**src/rtl/pt_pkg.sv**
```systemverilog
// Shared helpers for the Pan-Tompkins stages: clog2, accumulator sizing and
// channel-index width.
package pt_pkg;

  function automatic int pt_clog2(input int value);
    int r;
    r = 0;
    for (int v = value - 1; v > 0; v = v >> 1) r++;
    return r;
  endfunction

  // Peak gain of the squared-comb kernel is D^2 <= 2^(2*clog2(D)); two extra
  // bits cover the 2*y[n-1] intermediate.
  function automatic int pt_acc_width(input int data_width, input int delay);
    return data_width + 2 * pt_clog2(delay) + 2;
  endfunction

  function automatic int pt_ch_width(input int num_ch);
    return (num_ch > 1) ? pt_clog2(num_ch) : 1;
  endfunction

endpackage

```
**src/rtl/pt_hist_ram.sv**
```systemverilog
// Per-channel history store: a 2*D-deep circular x buffer with its own write
// pointer, plus the last two y values. Reads are combinational for channel ch.
module pt_hist_ram
  import pt_pkg::*;
#(
  parameter int DATA_WIDTH = 11,
  parameter int DELAY      = 6,
  parameter int ACC_WIDTH  = 19,
  parameter int CH_WIDTH   = 1
) (
  input  logic                  clk,
  input  logic                  rst,
  input  logic                  clr,
  input  logic                  wr_en,
  input  logic [CH_WIDTH-1:0]   ch,
  input  logic [DATA_WIDTH-1:0] x_new,
  input  logic [ACC_WIDTH-1:0]  y_new,
  output logic [DATA_WIDTH-1:0] x_d,
  output logic [DATA_WIDTH-1:0] x_2d,
  output logic [ACC_WIDTH-1:0]  y_1,
  output logic [ACC_WIDTH-1:0]  y_2
);
  localparam int DEPTH = 2 * DELAY;
  localparam int PW    = pt_clog2(DEPTH);
  localparam int NSLOT = 2 ** CH_WIDTH;

  logic [DATA_WIDTH-1:0] xh [NSLOT][DEPTH];
  logic [ACC_WIDTH-1:0]  y1h [NSLOT];
  logic [ACC_WIDTH-1:0]  y2h [NSLOT];
  logic [PW-1:0]         wptr [NSLOT];
  logic [PW-1:0]         ptr, ptr_mid, ptr_next;

  // The slot about to be overwritten holds x[n-2D]; the slot D ahead holds x[n-D].
  assign ptr = wptr[ch];

  always_comb begin
    ptr_mid = ptr + PW'(DELAY);
    if (ptr >= PW'(DELAY)) ptr_mid = ptr - PW'(DELAY);
  end

  assign ptr_next = (ptr == PW'(DEPTH - 1)) ? '0 : ptr + PW'(1);

  assign x_2d = xh[ch][ptr];
  assign x_d  = xh[ch][ptr_mid];
  assign y_1  = y1h[ch];
  assign y_2  = y2h[ch];

  always_ff @(posedge clk) begin
    if (rst || clr) begin
      for (int c = 0; c < NSLOT; c++) begin
        for (int k = 0; k < DEPTH; k++) xh[c][k] <= '0;
        y1h[c]  <= '0;
        y2h[c]  <= '0;
        wptr[c] <= '0;
      end
    end else if (wr_en) begin
      xh[ch][ptr] <= x_new;
      wptr[ch]    <= ptr_next;
      y2h[ch]     <= y1h[ch];
      y1h[ch]     <= y_new;
    end
  end

endmodule

```
**src/rtl/pt_lowpass_filter.sv**
```systemverilog
// Multichannel Pan-Tompkins low-pass: y = 2y1 - y2 + x - 2x[n-D] + x[n-2D].
// Define PT_LPF_SAT_EN to clamp the shifted output instead of wrapping it.
module pt_lowpass_filter
  import pt_pkg::*;
#(
  parameter int DATA_WIDTH = 11,
  parameter int DELAY      = 6,
  parameter int NUM_CH     = 1,
  parameter int GAIN_SHIFT = 0,
  parameter int OUT_WIDTH  = DATA_WIDTH + 2 * pt_clog2(DELAY)
) (
  input  logic                           clk,
  input  logic                           rst,
  input  logic                           clr,
  input  logic                           in_valid,
  output logic                           in_ready,
  input  logic [pt_ch_width(NUM_CH)-1:0] in_ch,
  input  logic [DATA_WIDTH-1:0]          in_data,
  output logic                           out_valid,
  input  logic                           out_ready,
  output logic [pt_ch_width(NUM_CH)-1:0] out_ch,
  output logic [OUT_WIDTH-1:0]           out_data,
  output logic                           sat_flag,
  output logic                           ch_err
);
  localparam int CW = pt_ch_width(NUM_CH);
  localparam int AW = pt_acc_width(DATA_WIDTH, DELAY);
  localparam int EW = ((AW > OUT_WIDTH) ? AW : OUT_WIDTH) + 1;
  localparam logic [CW:0] NUM_CH_W = (CW + 1)'(NUM_CH);

  logic                  accept, ch_ok, wr_en;
  logic [DATA_WIDTH-1:0] x_d, x_2d;
  logic [AW-1:0]         y_1, y_2;
  logic signed [AW-1:0]  xn_e, xd_e, x2d_e, y_new, y_shift;
  logic signed [EW-1:0]  y_ext;
  logic [OUT_WIDTH-1:0]  res;
  logic                  res_sat;

  assign in_ready = !out_valid || out_ready;
  assign accept   = in_valid && in_ready;
  assign ch_ok    = {1'b0, in_ch} < NUM_CH_W;
  assign wr_en    = accept && ch_ok && !clr;

  pt_hist_ram #(
    .DATA_WIDTH(DATA_WIDTH),
    .DELAY     (DELAY),
    .ACC_WIDTH (AW),
    .CH_WIDTH  (CW)
  ) u_hist (
    .clk  (clk),
    .rst  (rst),
    .clr  (clr),
    .wr_en(wr_en),
    .ch   (in_ch),
    .x_new(in_data),
    .y_new(y_new),
    .x_d  (x_d),
    .x_2d (x_2d),
    .y_1  (y_1),
    .y_2  (y_2)
  );

  // Intermediates may wrap in AW bits; the final sum is exact by construction.
  assign xn_e    = AW'($signed(in_data));
  assign xd_e    = AW'($signed(x_d));
  assign x2d_e   = AW'($signed(x_2d));
  assign y_new   = ($signed(y_1) <<< 1) - $signed(y_2) + xn_e - (xd_e <<< 1) + x2d_e;
  assign y_shift = y_new >>> GAIN_SHIFT;
  assign y_ext   = EW'(y_shift);

`ifdef PT_LPF_SAT_EN
  localparam logic signed [EW-1:0] OUT_MAX = {{(EW - OUT_WIDTH + 1){1'b0}}, {(OUT_WIDTH - 1){1'b1}}};
  localparam logic signed [EW-1:0] OUT_MIN = {{(EW - OUT_WIDTH + 1){1'b1}}, {(OUT_WIDTH - 1){1'b0}}};

  always_comb begin
    res     = y_ext[OUT_WIDTH-1:0];
    res_sat = 1'b0;
    if (y_ext > OUT_MAX) begin
      res     = {1'b0, {(OUT_WIDTH - 1){1'b1}}};
      res_sat = 1'b1;
    end else if (y_ext < OUT_MIN) begin
      res     = {1'b1, {(OUT_WIDTH - 1){1'b0}}};
      res_sat = 1'b1;
    end
  end
`else
  logic unused_hi;
  assign unused_hi = ^y_ext[EW-1:OUT_WIDTH];
  assign res       = y_ext[OUT_WIDTH-1:0];
  assign res_sat   = 1'b0;
`endif

  always_ff @(posedge clk) begin
    if (rst) begin
      out_valid <= 1'b0;
      out_data  <= '0;
      out_ch    <= '0;
      sat_flag  <= 1'b0;
      ch_err    <= 1'b0;
    end else if (clr) begin
      out_valid <= 1'b0;
      ch_err    <= 1'b0;
    end else begin
      ch_err <= accept && !ch_ok;
      if (accept && ch_ok) begin
        out_valid <= 1'b1;
        out_data  <= res;
        out_ch    <= in_ch;
        sat_flag  <= res_sat;
      end else if (out_ready) begin
        out_valid <= 1'b0;
      end
    end
  end

endmodule

```
**config.mk**
```make
export PLATFORM = sky130hd
export DESIGN_NAME = pt_lowpass_filter
export DESIGN_NICKNAME = d
export VERILOG_FILES = /design/src/rtl/pt_pkg.sv /design/src/rtl/pt_hist_ram.sv /design/src/rtl/pt_lowpass_filter.sv
export SDC_FILE = /design/constraint.sdc
export NUM_CORES = 1
export LEC_CHECK = 0
export BUFFER_PORTS_ARGS = -buffer_cell sky130_fd_sc_hd__clkbuf_2
export CAP_MARGIN = 20
export CELL_PAD_IN_SITES_DETAIL_PLACEMENT = 0
export CELL_PAD_IN_SITES_GLOBAL_PLACEMENT = 2
export CORE_MARGIN = 2
export CORE_UTILIZATION = 34
export CTS_CLUSTER_SIZE = 30
export DETAILED_ROUTE_END_ITERATION = 6
export PLACE_DENSITY_LB_ADDON = 0.1
export SYNTH_ARGS = -nofsm -noshare
export SYNTH_HDL_FRONTEND = slang
export SYNTH_SLANG_ARGS = --single-unit
```
**constraint.sdc**
```tcl
create_clock -name clk -period 11.45 [get_ports clk]
set_input_delay 2.29 -clock clk [delete_from_list [all_inputs] [get_ports clk]]
set_output_delay 2.29 -clock clk [all_outputs]
set_load 0.01 [all_outputs]
```
# [After elaboration in Yosys (flattened, before gate mapping)]
# Memory sizes are Yosys's and may differ from the RTL's.
# Index checks and enable logic that the tools add are counted.
# W data, S select, Z words.
[word_totals] mem_count=4 out_inout_bits=22 latchBits=0 regBits=20 ram_bits=348 in_bits=17 rom_bits=0 elab_cells=71
[classes] order_cmp=5 n_addsub=7 n_reduce_logical=17 multipliers=0 n_div=0 eq_ne=1 muxes=30 bitwise=3 shift=0
[mem_list] name="u_hist.xh" depth=2 word_bits=132 read_ports=1 rd_ports_with_merged_regs=0 write_ports=2 line="pt_hist_ram.sv:27" rtl="logic [DATA_WIDTH-1:0] xh [NSLOT][DEPTH];"
[mem_list] name="u_hist.y1h" depth=2 word_bits=19 read_ports=1 rd_ports_with_merged_regs=0 write_ports=2 line="pt_hist_ram.sv:28" rtl="logic [ACC_WIDTH-1:0] y1h [NSLOT];"
[mem_list] name="u_hist.y2h" depth=2 word_bits=19 read_ports=1 rd_ports_with_merged_regs=0 write_ports=2 line="pt_hist_ram.sv:29" rtl="logic [ACC_WIDTH-1:0] y2h [NSLOT];"
[mem_list] name="u_hist.wptr" depth=2 word_bits=4 read_ports=1 rd_ports_with_merged_regs=0 write_ports=2 line="pt_hist_ram.sv:30" rtl="logic [PW-1:0] wptr [NSLOT];"
[op_table] op="$mux W132" count=3
[op_table] op="$reduce_or A132 Y1" count=1
[op_table] op="$bmux W11 S4" count=2
[op_table] op="$mux W11" count=5
[op_table] op="$demux W11 S4" count=1
[op_table] op="$add A19 B11 Y19" count=2
[op_table] op="$mux W19" count=2
[op_table] op="$reduce_or A19 Y1" count=2
[op_table] op="$sub A19 B12 Y19" count=1
[op_table] op="$sub A19 B19 Y19" count=1
[op_table] op="$mux W1" count=14
[op_table] op="$mux W4" count=3
[op_table] op="$ge A5 B5 Y1 const B" count=2
[op_table] op="$not A4 Y5" count=2
[op_table] op="$logic_and A1 B1 Y1" count=5
[op_table] op="$lt A5 B1 Y1 const B" count=1
[op_table] op="$add A4 B1 Y4 const B" count=1
[op_table] op="$add A4 B3 Y4 const B" count=1
[op_table] op="$eq A4 B4 Y1 const B" count=1
[op_table] op="$ge A4 B3 Y1 const B" count=1
[op_table] op="$reduce_or A4 Y1" count=1
[op_table] op="$sub A4 B3 Y4 const B" count=1
[op_table] op="$logic_not A1 Y1" count=3
[op_table] op="$logic_or A1 B1 Y1" count=2
[op_table] op="5 further kinds" count=5

# [Longest topological paths before layout]
# Gate-level depths: netlist (run 1).
[logic_depth] depth_word=10 mapped_depth=29 mapped_depth_nobuf=25

# [Modules after synthesis]
# Synthesis (run 1) repeated with hierarchy kept, for this count alone.
[unflattened] hier_cells=1635 area_unflattened_um2=19421.1
[modules_own_cells] mod="pt_hist_ram" area_per_inst_um2=16268.1 cells_per_inst=1253 seq_area_each_um2=10450.0 instances=1
[modules_own_cells] mod="pt_lowpass_filter" area_per_inst_um2=3153.0 cells_per_inst=382 seq_area_each_um2=400.4 instances=1

# [Worst setup path after synthesis (run 1)]
# No wires, ideal clock.
[synth_path] path_type="input port to flip-flop" from="in in_ch" to="mem u_hist.y1h[0][11], data pin" slack_ns=2.870 path_stages=27 t_required_ns=11.185 arrival_time_ns=8.314 setup_time_ns=0.265 n_path_buf=6 path_cell_list="buf_6 mux2i_4 inv_2 clkbuf_1 clkbuf_1 ha_1 clkbuf_1 o21a_1 nor2_2 xnor2_2 clkbuf_1 clkbuf_1 a31oi_1 fa_1 fa_1 inv_1 fa_1 inv_1 ha_1 nor2b_1 o21ai_0 a21oi_1 o21a_1 o41ai_1 o21ai_0 xnor2_1 nor2_1"
[synth_rtl] element="from (decl)" line="pt_lowpass_filter.sv:17" rtl="input logic [pt_ch_width(NUM_CH)-1:0] in_ch,"
[synth_rtl] element="to (decl)" line="pt_hist_ram.sv:28"

==> results of run 1 <==
==> per-stage QoR <==
| stage | hold slack (ns) | instance area [sq um] |
|---|---|---|
| 2_1_floorplan | 0.483 | 18200 |
| 3_3_place_gp | 0.433 | 19000 |
| 3_5_place_dp | 0.439 | 19100 |
| 6_report | 0.448 | 20400 |
| 4_1_cts | 0.453 | 20400 |
| 5_1_grt | 0.470 | 20400 |
==> routing by layer <==
metal  global-route usage  up-vias  routed length (um)
li1                     -     5171                   -
met1                0.311     5580               27000
met2                0.311      246               24600
met3               0.0366       73                2970
met4               0.0514        0                1150
met5                    0        -                   0
==> kinds of logic (layout without fill, tap and decap cells) <==
logic type / after synthesis / after routing / synth area share
AO/OA/AOI/OAI: 225 / 225 / 0.0811
adder cells (fa/ha/maj): 70 / 70 / 0.0679
AND/OR/NAND/NOR: 375 / 375 / 0.109
buffers and inverters: 178 / 222 / 0.0400
flip-flops: 359 / 359 / 0.588
multiplexers: 174 / 174 / 0.106
XOR/XNOR: 16 / 16 / 0.00821
other: 1 / 51 / 0.000208
==> flip-flops by register name, summed over array words and instances (netlist names) <==
register,cells
out_valid,1
out_ch,1
u_hist.y1h,33
out_data,17
u_hist.wptr,8
u_hist.y2h,34
u_hist.xh,264
ch_err,1
==> power by group through the flow <==
| stage | sequential, mW | clock, mW | combinational (mW) |
|---|---|---|---|
| final | 1.58 | 1.31 | 1.47 |
| after global routing | 1.59 | 1.40 | 1.68 |
| after CTS | 1.58 | 1.34 | 1.49 |
| after detailed placement | 1.61 | 0 | 1.47 |
| after global placement | 1.61 | 0 | 1.49 |
| after floorplan | 1.60 | 0 | 1.07 |
==> final timing paths <==
check	endpoint	slack, ns	cells after the start
max	u_hist.y1h[0][11]$_SDFFCE_PN0P_	2.47	25
min	out_data[2]$_SDFFE_PP0P_	0.45	1
max reg2reg	u_hist.y1h[0][11]$_SDFFCE_PN0P_	4.31	24
min reg2reg	out_data[2]$_SDFFE_PP0P_	0.45	1
==> layout make-up <==
class	count	area share
timing repair buffer	69	0.0215
clock inverter	22	0.00951
sequential	359	0.519
tap	688	0.0422
clock buffer	55	0.0550
multi-input combinational	909	0.338
inverter	76	0.0140
antenna	2	0.000246
==> placed cells by master, fill, tap and decap left out, types with 11 or more instances in the layout <==
| master | n |
|---|---|
| a211oi_1 | 24 |
| a21o_1 | 28 |
| a21oi_1 | 77 |
| a31oi_1 | 11 |
| and2_1 | 76 |
| and3_1 | 94 |
| buf_4 | 31 |
| clkbuf_1 | 12 |
| clkbuf_16 | 43 |
| clkbuf_2 | 37 |
| conb_1 | 49 |
| dfxtp_1 | 20 |
| edfxtp_1 | 339 |
| fa_1 | 46 |
| ha_1 | 24 |
| inv_1 | 72 |
| mux2_2 | 70 |
| mux2i_1 | 98 |
| nand2_1 | 70 |
| nor2_1 | 74 |
| nor2b_1 | 22 |
| nor3_1 | 14 |
| o211ai_1 | 22 |
| o21ai_0 | 27 |
| xnor2_1 | 11 |
==> results.ini, run 1 <==
[status]
status = finished clean

[setup_path]
cp.required_ns = 11.75
start_kind = input port
cp-startpoint = in_ch
crit_type = in2reg
timing.rr.start = u_hist.wptr[1][0]$_SDFFCE_PN0P_
cp_common_cell = buf_4
cpPeakStageDelay_ns = 0.56
cp_slowest_cell = buf_4
cp-end-kind = register
cp.buffers_inverters = 7
critPathTopFamily = compound AO/OA/AOI/OAI gates
critPathArrivalTime_ns = 9.28
cp_max_fo = 53

[cells_and_area]
fillCellCount = 5006
postLayoutCoreUtil = 0.389
area_growth_pct = 13.3
regArea_sq_um = 10600
drive_above_1_share = 0.146
final_nets = 1545
multi_input_area_sq_um = 6900
fin_cells = 2180

[power_and_ir_drop]
clock_power_share = 0.300
peakVddDrop_uv = 107
total_leakage_power_nw = 8.42
combPwrFrac = 0.338
pwr-share-seq = 0.362
p_int_mw = 2.89
powerDensity_nw_per_um2 = 214
finalPower_mw = 4.37
switching_share = 0.339
p_sw_mw = 1.48

[min_path]
hp-class = reg2reg
hold_start = out_data[2]$_SDFFE_PP0P_

[sta]
fmax_mhz = 111
worst_slack_ns = 2.47
slew_violations = 0
timing.final.hold_violations = 0
tightest_slew_ns = 1.16
tns_ns = 0
min_period_ns = 8.98
fin_crit_sh = 0.784
finClkSkew_ns = 0.0232
maxSlewHeadroom = 0.227
rsz0062_at_grt = no
final-setup-viol-count = 0

[clock_network]
clockRootBuffer = clkbuf_16
tritoncts = built
cts_sinks = 359
clkLatencyLatePin_ns = 0.58
cts_buffers = 43
cts_buffer_depth = 3
post_cts_buffers = 0
cts.clk_slew.worst_paths_ns = 0.06
ctsResizeCount = 0
hold_buffers = 0
cts_max_level = 2

[floorplanning]
coreArea_sq_um = 52400
die_area_sq_um = 54800
io_pins = 39
initial_core_util = 0.343
die_x_um = 234
die-height_um = 234
row_count = 84

[drt]
ant_nets = 0
vias = 11100
wl_per_cell_um = 25.6
drt-total-wl_um = 55800
routed_via_density = 5.08
drt_iter0_drc = 754
dr.pass1.iters = 5
drc_errors = 0

[placement]
gp_congestion = 0.854
dpl.cell_count = 2100
dp_hpwl_um = 37900
dp_slack_ns = 1.89
portBuffers = 37

[global_route]
grt_start_max_net_pins = 54
grt_pass1_wl_um = 79900
grt_pass1_vias = 10900
antenna_found_initial = 5
grt_usage = 0.208
gr-total-overflow = 0

[synthesis]
synth_cell_type_count = 57
synth.most_common_cell = edfxtp_1
synth-main-ff-cell = edfxtp_1
avgSynthCellArea_sq_um = 12.9
async_flop_share = 0
syn_inst = 1398
synth_area_leaders = edfxtp_1, mux2i_1, fa_1
synth_common_cells = edfxtp_1, mux2i_1, and3_1
synth_area_sq_um = 18000
synth-seq-cells = 359
synth-edff-count = 339
ys_seq_area_frac = 0.588
synth_area_leader_cell = edfxtp_1
yosysTopAreaCellShare = 0.566
ys_warn_count = 0

[job]
cap_violations = 0

Power figures use the tool's default switching activity.
==> run 2, diff against run 1 <==
Clock period 11.45 ns to 8.66 ns, I/O delays scaled along.
==> run 2 against run 1 <==
  * First-iteration DRC count increased by 12%
  * Via count grew 0.40%
  * Highest routed layer is now met5
  * Sequential power rose by 32%
  * Register-to-register slack got worse by 2.0 ns
==> results.ini, run 2 (synthesized netlist as in run 1, its figures left out) <==
[status]
status = finished clean

[cells_and_area]
largest_reg_flops = 264
drive_above_1_share = 0.149
regMostFlops = u_hist.xh
area_growth_pct = 13.5
top_regs = u_hist.xh: 264 flops, u_hist.y2h: 34 flops, u_hist.y1h: 33 flops
postLayoutCoreUtil = 0.389
final_nets = 1546
antennaDiodeCount = 0
final_cell_mix = edfxtp_1, mux2i_1, and3_1, a21oi_1, and2_1
final_common_cell = edfxtp_1

[setup_path]
cp_cell_sequence = buf_4 -> mux2_2 -> inv_1 -> ha_1 -> o21a_1 -> nor2_2 -> xnor2_2 -> buf_4 -> nor3_1 -> a31oi_1 -> fa_1 -> fa_1 -> inv_1 -> fa_1 -> inv_1 -> ha_1 -> o21ai_0 -> a21oi_1 -> o21a_1 -> o41ai_1 -> o21ai_0 -> xnor2_1 -> nor2_1
cp.required_ns = 8.97
cp_slowest_cell = xnor2_2
cpPeakStageDelay_ns = 0.57
cp.buffers_inverters = 5
critPathArrivalTime_ns = 7.69
start_kind = input port
critPathTopFamily = adder cells
crit_type = in2reg
cp-end-kind = register
cp_max_fo = 24

[power_and_ir_drop]
peakVddDrop_uv = 157
powerDensity_nw_per_um2 = 281
finalPower_mw = 5.74
total_leakage_power_nw = 8.45

[clock_network]
cts_buffer_depth = 3
cts_max_level = 2
clockRootBuffer = clkbuf_16
cts.clk_slew.worst_paths_ns = 0.05
tritoncts = built
ctsResizeCount = 0
cts_buffers = 42
post_cts_buffers = 0
cts_sinks = 359
hold_buffers = 0
clkLatencyLatePin_ns = 0.58

[drt]
ant_nets = 0
drt_iter0_drc = 845
wl_per_cell_um = 25.3
vias = 11100
drt-total-wl_um = 55300
dr.pass1.iters = 5
drc_errors = 0
routed_via_density = 5.10

[global_route]
antenna_found_initial = 10
gr-total-overflow = 0
grt_usage = 0.207
grt_pass1_vias = 11100
grt_start_max_net_pins = 88
grt_pass1_wl_um = 80100

[placement]
gp_congestion = 0.848
portBuffers = 37
dp_hpwl_um = 37100

[floorplanning]
coreArea_sq_um = 52400
die-height_um = 234
die_x_um = 234
initial_core_util = 0.343
io_pins = 39
die_area_sq_um = 54800
row_count = 84

[sta]
tns_ns = 0
final-setup-viol-count = 0
fmax_mhz = 135
min_period_ns = 7.38
rsz0062_at_grt = no
slew_violations = 0
finClkSkew_ns = 0.0264
holdWs_ns = 0.449
maxSlewHeadroom = 0.376
timing.final.hold_violations = 0
fin_crit_sh = 0.852
tightest_slew_ns = 0.935

[job]
cap_violations = 0

[min_path]
hp-class = reg2reg

run 2: cell types whose count changed in the layout (fill, tap and decap cells not counted), moves of 2 or more:
cell and delta:
diode_2 -2, clkinv_2 +2, buf_12 +2, clkinvlp_4 -2
clkbuf_8 +4, bufinv_16 -2, clkbuf_1 -6, clkinv_1 +4
run 2: layout make-up:
type,instances,area (sq um)
Timing Repair Buffer,71,478
Clock buffer,53,1150
Multi-Input combinational cell,909,6900
Fill cell,5000,32000
Clock inverter,25,164
Sequential cell,359,10600
Inverter,76,285
Tap cell,688,861
run 2: per-layer routing:
| layer | track usage | wire, um |
|---|---|---|
| met1 | 0.302 | 26300 |
| met2 | 0.319 | 25000 |
| met3 | 0.0339 | 2710 |
| met4 | 0.0572 | 1270 |
| met5 | 0 | 13 |
run 2: stage by stage:
step	std cells	instance area (sq um)	setup WS, ns
5_1_grt	2181	20400	0.865
3_5_place_dp	2102	19100	0.711
4_1_cts	2180	20400	1.30
3_3_place_gp	2101	19100	0.773
2_1_floorplan	1446	18200	0.638
6_report	2181	20400	1.28
run 2: worst paths after layout:
kind                                                      start                              end  slack (ns)  depth (start not counted)
worst max-delay path                                      in_ch  u_hist.y1h[0][11]$_SDFFCE_PN0P_        1.28                         23
worst min-delay path                   out_data[5]$_SDFFE_PP0P_         out_data[5]$_SDFFE_PP0P_        0.45                          1
worst max register to register  u_hist.wptr[0][0]$_SDFFCE_PN0P_  u_hist.y1h[0][16]$_SDFFCE_PN0P_        2.33                         19
worst min register to register         out_data[5]$_SDFFE_PP0P_         out_data[5]$_SDFFE_PP0P_        0.45                          1
run 2: worst register-to-register path, cell delays in order (launching register included):
cell and delay, ns:
edfxtp_1 0.39, buf_12 0.34, mux2i_1 0.99, nor3_1 0.10
a211oi_1 0.37, mux2i_1 0.19, mux2i_4 0.26, inv_1 0.18
fa_1 0.51, inv_1 0.09, fa_1 0.50, inv_1 0.06
fa_1 0.50, inv_1 0.05, ha_1 0.34, nand4_1 0.15
o31ai_1 0.52, a221oi_1 0.17, nand2b_1 0.17, mux2i_1 0.26
run 2: power by group:
group	internal, mW	leakage [nW]	switching [mW]
logic	0.773	3.90	1.17
clock network	0.977	0.651	0.735
registers	2.04	3.90	0.0480
total	3.79	8.45	1.95
==> run 3, diff against run 2 <==
Settings changed: CORE_ASPECT_RATIO set to 1.25.
==> run 3 against run 2 <==
  * Critical endpoint unchanged
  * Worst hold slack gained 0.0040 ns
  * Sequential share of layout area grew 0.25 points
  * Register-to-register slack lost 0.41 ns
  * Combinational power is essentially flat
==> results.ini, run 3 (synthesized netlist as in run 1, its figures left out) <==
[power_and_ir_drop]
combPwrFrac = 0.342
total_leakage_power_nw = 8.41
peakVddDrop_uv = 284
switching_share = 0.339
clock_power_share = 0.295
p_sw_mw = 1.95
p_int_mw = 3.80
pwr-share-seq = 0.364
powerDensity_nw_per_um2 = 283

[setup_path]
cp-startpoint = in_ch
start_kind = input port
cpPeakStageDelay_ns = 0.56
cp_num_cells = 24
rrSetupSlack_ns = 1.92
crit_type = in2reg
cp-end-kind = register
cp.buffers_inverters = 7
cp_max_fo = 34
timing.rr.start = u_hist.wptr[1][0]$_SDFFCE_PN0P_
cp.required_ns = 8.97
timing.rr.end = u_hist.y1h[0][11]$_SDFFCE_PN0P_
critPathArrivalTime_ns = 7.64
critPathTopFamily = adder cells
cp_cell_sequence = buf_4 -> mux2i_4 -> buf_4 -> inv_2 -> ha_1 -> inv_1 -> o2111ai_1 -> o211ai_4 -> buf_4 -> o211ai_1 -> a31oi_1 -> fa_1 -> fa_1 -> inv_1 -> fa_1 -> inv_1 -> ha_1 -> o21ai_0 -> a21oi_1 -> o21a_1 -> o41ai_1 -> o21ai_0 -> xnor2_1 -> nor2_1
rr_worst_depth = 22
endpoint = u_hist.y1h[0][11]$_SDFFCE_PN0P_
cp_slowest_cell = fa_1

[sta]
fmax_mhz = 136
final-setup-viol-count = 0
min_period_ns = 7.34
maxSlewHeadroom = 0.337
slew_violations = 0
finClkSkew_ns = 0.0195
rsz0062_at_grt = no
fin_crit_sh = 0.847
timing.final.hold_violations = 0
tightest_slew_ns = 0.995
tns_ns = 0

[clock_network]
ctsResizeCount = 0
clockRootBuffer = clkbuf_16
tritoncts = built
cts_buffers = 40
cts.clk_slew.worst_paths_ns = 0.06
hold_buffers = 0
cts_max_level = 2
cts_buffer_depth = 3
post_cts_buffers = 0
clkLatencyLatePin_ns = 0.58
cts_sinks = 359

[cells_and_area]
postLayoutCoreUtil = 0.387
final_cell_mix = edfxtp_1, mux2i_1, and3_1, a21oi_1, and2_1
drive_above_1_share = 0.144
regMostFlops = u_hist.xh
final_area_sq_um = 20300
top_regs = u_hist.xh: 264 flops, u_hist.y2h: 34 flops, u_hist.y1h: 33 flops
largest_reg_flops = 264
area_growth_pct = 12.9
final_nets = 1543
antennaDiodeCount = 0
final_common_cell = edfxtp_1

[min_path]
hp-class = reg2reg

[floorplanning]
initial_core_util = 0.343
coreArea_sq_um = 52500
row_count = 94
die_x_um = 210
io_pins = 39
die_area_sq_um = 54800
die-height_um = 261

[drt]
ant_nets = 0
routed_via_density = 5.17
dr.pass1.iters = 5
drt_iter0_drc = 698
drc_errors = 0
wl_per_cell_um = 26.1
vias = 11200
drt-total-wl_um = 56300

[placement]
portBuffers = 37
dp_hpwl_um = 39900
gp_congestion = 0.838
post_dp_cell_area_sq_um = 19000

[global_route]
grt_usage = 0.209
grt_start_max_net_pins = 88
grt_pass1_vias = 11300
grt_pass1_wl_um = 80300
gr-total-overflow = 0
antenna_found_initial = 0

[job]
cap_violations = 0

[status]
status = finished clean

==> run 3: worst min-delay path by stage <==
stage / start / depth (start not counted) / end
floorplan: out_data[11]$_SDFFE_PP0P_ / 2 / out_data[11]$_SDFFE_PP0P_
global placement: out_data[7]$_SDFFE_PP0P_ / 1 / out_data[7]$_SDFFE_PP0P_
detailed placement: out_data[15]$_SDFFE_PP0P_ / 1 / out_data[15]$_SDFFE_PP0P_
CTS: out_data[5]$_SDFFE_PP0P_ / 1 / out_data[5]$_SDFFE_PP0P_
global route: out_data[5]$_SDFFE_PP0P_ / 1 / out_data[5]$_SDFFE_PP0P_
finish: out_data[5]$_SDFFE_PP0P_ / 1 / out_data[5]$_SDFFE_PP0P_
==> run 3: power by group through the flow <==
stage | Combinational (mW) | Sequential (mW) | Clock (mW)
after floorplan | 1.41 | 2.12 | 0
after global placement | 2.01 | 2.13 | 0
after detailed placement | 1.99 | 2.13 | 0
after CTS | 2.01 | 2.09 | 1.74
after global routing | 2.23 | 2.10 | 1.79
final | 1.96 | 2.09 | 1.69
==> run 3: layout make-up <==
| class | instances | area, sq um |
|---|---|---|
| inverters | 76 | 285 |
| fillers | 5037 | 32100 |
| clock buffers | 54 | 1110 |
| flip-flops and latches | 359 | 10600 |
| well taps | 672 | 841 |
| multi-input cells | 909 | 6900 |
| clock inverters | 16 | 166 |
| repair buffers | 70 | 445 |
==> run 3: routing by layer <==
metal | wire [um] | track usage
met2 | 29200 | 0.378
met4 | 2670 | 0.0969
met1 | 22000 | 0.241
met5 | 0 | 0
met3 | 2440 | 0.0366
==> run 3: through the flow <==
stage               instances  hold WS, ns  power (mW)  setup WS, ns
floorplan                1446        0.483        3.53         0.638
global placement         2085        0.435        4.13         0.794
detailed placement       2086        0.442        4.12         0.803
CTS                      2156        0.457        5.84          1.39
global route             2156        0.467        6.13         0.880
finish                   2156        0.453        5.75          1.32
==> run 3: worst register-to-register path: cells and delay by family (launching register included) <==
kind / cells / cell delay (ns)
buf+inv: 4 / 1.22
xor+xnor: 1 / 0.23
simple gates: 4 / 0.34
mux: 1 / 0.42
flops: 1 / 0.35
fa+ha+maj: 4 / 1.89
compound gates: 8 / 2.03
